<file path="config.mk">
export PLATFORM = sky130hd
export DESIGN_NAME = max_tracker
export DESIGN_NICKNAME = d
export VERILOG_FILES = /design/src/rtl/max_tracker_pkg.sv /design/src/rtl/max_tracker_cmp2.sv /design/src/rtl/max_tracker.sv
export SDC_FILE = /design/constraint.sdc
export NUM_CORES = 1
export LEC_CHECK = 0
export CORE_AREA = 2 2 46 48
export DETAILED_ROUTE_END_ITERATION = 8
export DIE_AREA = 0 0 48 50
export GPL_TIMING_DRIVEN = 0
export PLACE_DENSITY = 0.69
export SKIP_CTS_REPAIR_TIMING = 1
export SYNTH_ARGS = -nofsm -noshare
export SYNTH_HDL_FRONTEND = slang
export SYNTH_SLANG_ARGS = --single-unit
</file>
<file path="constraint.sdc">
create_clock -name clk -period 1.78 [get_ports clk]
set_input_delay 0.178 -clock clk [delete_from_list [all_inputs] [get_ports clk]]
set_output_delay 0.178 -clock clk [all_outputs]
set_load 0.02 [all_outputs]
</file>
<file path="src/rtl/max_tracker_pkg.sv">
// Shared widths, limits and FSM encoding for the running-maximum tracker.
package max_tracker_pkg;

    localparam int DATA_W  = 2;
    localparam int CNT_W   = 4;
    localparam int CNT_MAX = 15;

    localparam logic [1:0] ST_EMPTY = 2'd0;
    localparam logic [1:0] ST_TRACK = 2'd1;
    localparam logic [1:0] ST_MAXED = 2'd2;

    // Counters stick at CNT_MAX instead of wrapping.
    function automatic logic [CNT_W-1:0] sat_inc(input logic [CNT_W-1:0] v);
        return (v == CNT_W'(CNT_MAX)) ? v : v + 1'b1;
    endfunction

endpackage

</file>
<file path="src/rtl/max_tracker_cmp2.sv">
// Combinational 2-bit unsigned magnitude comparator: GT = (A > B), EQ = (A == B).
module cmp2
    import max_tracker_pkg::*;
(
    input  logic [DATA_W-1:0] A,
    input  logic [DATA_W-1:0] B,
    output logic              GT,
    output logic              EQ
);

    assign GT = (A > B);
    assign EQ = (A == B);

endmodule

</file>
<file path="src/rtl/max_tracker.sv">
// Tracks the largest accepted sample, how often it has been seen and how many
// samples arrived since reset/clear. All outputs come straight from flops.
module max_tracker
    import max_tracker_pkg::*;
(
    input  logic              clk,
    input  logic              rst,
    input  logic              in_valid,
    input  logic [DATA_W-1:0] in_data,
    input  logic              clear,
    output logic [DATA_W-1:0] max_val,
    output logic              max_valid,
    output logic              new_max,
    output logic [CNT_W-1:0]  eq_count,
    output logic [CNT_W-1:0]  sample_count
);

    logic [1:0]        state_q, state_d;
    logic [DATA_W-1:0] max_val_q, max_val_d;
    logic              max_valid_q, max_valid_d;
    logic              new_max_q, new_max_d;
    logic [CNT_W-1:0]  eq_count_q, eq_count_d;
    logic [CNT_W-1:0]  sample_count_q, sample_count_d;
    logic              gt, eq;

    cmp2 u_cmp (
        .A  (in_data),
        .B  (max_val_q),
        .GT (gt),
        .EQ (eq)
    );

    always_comb begin
        state_d        = state_q;
        max_val_d      = max_val_q;
        eq_count_d     = eq_count_q;
        sample_count_d = sample_count_q;
        new_max_d      = 1'b0;

        if (clear) begin
            // The sample offered alongside clear is dropped.
            state_d        = ST_EMPTY;
            max_val_d      = '0;
            eq_count_d     = '0;
            sample_count_d = '0;
        end else if (in_valid) begin
            case (state_q)
                ST_EMPTY: begin
                    max_val_d      = in_data;
                    eq_count_d     = CNT_W'(1);
                    sample_count_d = CNT_W'(1);
                    new_max_d      = 1'b1;
                    state_d        = (&in_data) ? ST_MAXED : ST_TRACK;
                end
                default: begin
                    sample_count_d = sat_inc(sample_count_q);
                    if (gt) begin
                        max_val_d  = in_data;
                        eq_count_d = CNT_W'(1);
                        new_max_d  = 1'b1;
                        state_d    = (&in_data) ? ST_MAXED : ST_TRACK;
                    end else if (eq) begin
                        eq_count_d = sat_inc(eq_count_q);
                    end
                end
            endcase
        end

        max_valid_d = (state_d != ST_EMPTY);
    end

    always_ff @(posedge clk) begin
        if (rst) begin
            state_q        <= ST_EMPTY;
            max_val_q      <= '0;
            max_valid_q    <= 1'b0;
            new_max_q      <= 1'b0;
            eq_count_q     <= '0;
            sample_count_q <= '0;
        end else begin
            state_q        <= state_d;
            max_val_q      <= max_val_d;
            max_valid_q    <= max_valid_d;
            new_max_q      <= new_max_d;
            eq_count_q     <= eq_count_d;
            sample_count_q <= sample_count_d;
        end
    end

    assign max_val      = max_val_q;
    assign max_valid    = max_valid_q;
    assign new_max      = new_max_q;
    assign eq_count     = eq_count_q;
    assign sample_count = sample_count_q;

endmodule

</file>
# Yosys cells after proc, flatten, opt, wreduce, memory -nomap -nowiden
# Cells that the tools add are included.
# word_totals
regBits,14
inputBits,6
output_inout_bits,12
elab_cells,40
# classes
n_addsub,2
magnitude_cmp,1
n_eq_ne,5
n_mux,15
n_bitwise,1
reduce_logical,10
# op_table
cell,count
$mux W4,6
$mux W2,7
$add A4 B1 Y4 const B,2
$eq A4 B4 Y1 const B,2
$reduce_and A2 Y1,3
$reduce_bool A2 Y1,2
$ne A3 B2 Y1 const B,1
$reduce_and A3 Y1,1
$reduce_bool A3 Y1,1
$reduce_or A3 Y1,1
$eq A2 B2 Y1,1
$gt A2 B2 Y1,1
$logic_not A2 Y1,1
$mux W1,2
$ne A2 B1 Y1 const B,1
$reduce_or A2 Y1,1
$not A1 Y1,1

# Depth between registers and ports, before layout
# depth
word_depth,7
mapped_depth,7
depth_no_buf,7

# Cells and area by module
# Synthesis repeated with hierarchy kept, for this count alone.
# unflattened
hier_cells,83
area_unflattened_um2,730.7
# by_module_without_submodules
module,instances,cells_per_inst,area_each_um2,seq_area_each_um2
max_tracker,1,75,670.6,280.3
cmp2,1,8,60.1,0.0

# Worst setup path before layout
# Ideal clock, no wire load.
# synth_timing
kind,reg2reg
startpoint,"register max_val_q[1], in the netlist max_val[1]"
endpoint,"register eq_count_q[3], in the netlist eq_count[3]"
setup_time_ps,71
arrival_time_ps,1855
required_time_ps,1709
setup_slack_ps,-145
path_stages_with_launch,8
path_buffers,0
period_less_slack_ps,1925
path_cell_list,dfxtp_1 -> inv_1 -> ha_1 -> nor2b_2 -> o21ai_1 -> nand2_1 -> or4_1 -> a21oi_1
# synth_between
elab_chain_cells,3
word_cells_on_any_way,7
cone_classes,order compare (1); eq/ne (2); mux (2); reduce/logical (2)
# synth_lines
element,line_no,rtl
from (decl),max_tracker.sv:19,"logic [DATA_W-1:0] max_val_q, max_val_d;"
from (signal assigned),max_tracker.sv:82,max_val_q <= max_val_d;
$gt A2 B2 Y1 / $eq A2 B2 Y1 (equally long branches),"max_tracker_cmp2.sv:11, max_tracker_cmp2.sv:12",
"$ne A3 B2 Y1 (no line), or another cell as far along",-,
$reduce_and A3 Y1 (no line) / $mux W4 (equally long branches),-,
to (signal assigned),max_tracker.sv:85,eq_count_q <= eq_count_d;
to (decl),max_tracker.sv:22,"logic [CNT_W-1:0] eq_count_q, eq_count_d;"
# Parallel ways exist; a longest one is shown, timed or not.
# A chain may end at the register's enable or synchronous reset.

# Worst setup path in the final report
# Ends and elaborated chain as after synthesis.

==> impl_metrics.ini <==
[die]
core_um2 = 1902
num_io_pins = 18
die_w_um = 48
rows = 16
initial_core_util_pct = 39.34
die_area_um2 = 2400
die_h_um = 50

[sta]
setup_violations = 0
worstMarginPinSlew_ns = 0.4928
finalHoldViolCount = 0
fin_ws_ns = 0.05263
max_freq_ghz = 0.5789
min_period_over_period_pct = 97.04
rsz0062_at_grt = true
fin_worst_skew_ns = 0.0008081
fin_crit_ns = 1.727
final-max-slew-violation-count = 0
whs_ns = 0.2655
relSlewSlack_pct = 67.15

[drt]
vias = 720
antenna_left = 0
first_iter_violations = 13
wl_mm = 1.725
first_pass_iters = 4
drc_errors = 0
wl_per_cell_um = 12.23
viasPerCell = 5.106

[final_layout]
fillers = 172
fin_area_um2 = 1072
finalNetCount = 125
post_route_cells_drive_above_1_share_pct = 20.18
final_cell_mix = clkdlybuf4s50_1 (15), nor2_1 (13), dfxtp_1 (12)
n_antenna_cell = 0
final_common_cell = clkdlybuf4s50_1
final_core_util_pct = 56.38
area_delta_synth_final_pct = 43.31

[worst_setup_path]
crit_chain = inv_4 > ha_4 > nor2b_4 > o311ai_4 > or4_1 > a21oi_1
crit_path_top_delay_cell = or4_1
cpPeakStageDelay_ns = 0.52
worstPathArrival_ns = 1.94
crit_type = reg2reg
endpoint_kind = flop
critPathRequiredTime_ns = 1.99
crit_fanout = 4
startpoint_type = flop

[global_routing]
grt_pass1_vias = 644
antenna_found_initial = 0
grt_overflow_total = 0
grt_max_degree = 11
grt_usage_pct = 15.52
grt_pass1_wl_mm = 2.677

[clock_network]
cts_buffers = 3
clockBufferDepth = 2
insertion_delay_ns = 0.28
clkTransAtPathRegs_ns = 0.08
root_buffer = clkbuf_4
cts_tree = yes
clock_sinks = 14
htreeDepth = 1

[power_and_ir_drop]
cellLeakagePower_nw = 0.4300
ir_drop_uv = 550.7
comb_power_share_pct = 19.6
p_int_mw = 0.5063
netSwitchingFraction_pct = 26.63
netSwitchingPower_mw = 0.1837
power_density_nw_per_um2 = 643.5
clock_power_share_pct = 33.2
seq_power_share_pct = 47.2
total_power_mw = 0.6900

[synthesis]
synth_cell_type_count = 25
yosys-top-cells-area = dfxtp_1 (37%), ha_1 (6.7%), nor2_1 (6.5%)
seq_area_frac_synth_pct = 37.46
syn_area_per_cell_um2 = 8.222
synth_largest_area_cell = dfxtp_1
synth_area_um2 = 748.2
synth_edf_count = 0
synth_nets = 101
async_reset_ff_share_pct = 0
ys_ff_latch = 14
yosysTopAreaCellShare_pct = 37.46
syn_inst = 91
synth-warning-count = 0
synth_ff_type = dfxtp_1

[placed_design]
hpwl_mm = 1.194
place_congestion = 0.7585
placed_cell_area_um2 = 964.7
portBuffers = 17
pre_cts_ws_ns = -0.4048

[min_path]
hold_class = in2reg

[job]
maxCapViolCount = 0

[outcome]
status = complete, no violations
-- Yosys cell counts (2+ instances only) --
master    number
mux2i_1        4
nor3b_1        2
nand2_1       10
nand3_1        6
clkbuf_1       3
o21ai_0        5
a211oi_1       3
dfxtp_1       14
inv_1          2
a21oi_1        9
nor2_1        13
and3_1         4
ha_1           4
-- metal layers --
| metal | GRT usage, % | part of all wire [%] |
|---|---|---|
| met1 | 19.33 | 48 |
| met4 | 8.108 | 2.0 |
| met5 | 0 | 0 |
| met2 | 24.00 | 47 |
| met3 | 3.297 | 2.4 |
-- path summary, 6_finish.rpt --
kind	from	endpoint	slack (ns)	depth (start not counted)
worst max-delay path	max_val[1]	eq_count[3]	0.05	6
worst max register to register	max_val[1]	eq_count[3]	0.05	6
worst min-delay path	in_data[0]	max_val[0]	0.27	3
worst min register to register	sample_count[1]	sample_count[1]	0.49	2
-- worst max-delay path: cells and delay by family (launching register included) --
kind	cells	cell delay, ns
compound gates	2	0.25
fa+ha+maj	1	0.26
buf+inv	1	0.04
flops	1	0.37
simple gates	2	0.74
-- per-stage QoR --
step | TNS, ns | std cells
5_1_grt | -0.03232 | 141
2_1_floorplan | 0 | 91
3_5_place_dp | -2.071 | 135
3_3_place_gp | -1.870 | 135
4_1_cts | -0.1278 | 139
6_report | 0 | 141
-- power by group through the flow --
stage / Clock (mW) / Combinational, mW / Sequential, mW
final: 0.229 / 0.135 / 0.326
after global routing: 0.259 / 0.146 / 0.327
after CTS: 0.239 / 0.116 / 0.325
after detailed placement: 0 / 0.116 / 0.333
after global placement: 0 / 0.115 / 0.333
after floorplan: 0 / 0.0694 / 0.340
-- cell families after synthesis --
group	share of synthesized area, %
flip-flops	37.46
buffers and inverters	3.177
AND/OR/NAND/NOR	27.59
multiplexers	5.351
AO/OA/AOI/OAI	19.73
adder cells (fa/ha/maj)	6.689
-- flip-flops by register name (all words and copies together) (netlist names) --
register / count
eq_count: 4
sample_count: 4
max_val: 2
state_q: 2
max_valid: 1
new_max: 1
-- layout make-up --
cell class / count / area [um2] / area share [%]
sequential: 14 / 287.8 / 26.84
clock buffer: 4 / 36.28 / 3.384
buffer: 4 / 16.27 / 1.517
inverter: 2 / 10.01 / 0.9335
tap: 27 / 33.78 / 3.151
timing repair buffer: 19 / 190.2 / 17.74
multi-input combinational: 71 / 498.0 / 46.44
Note: power is estimated with default switching activity, not from simulation.
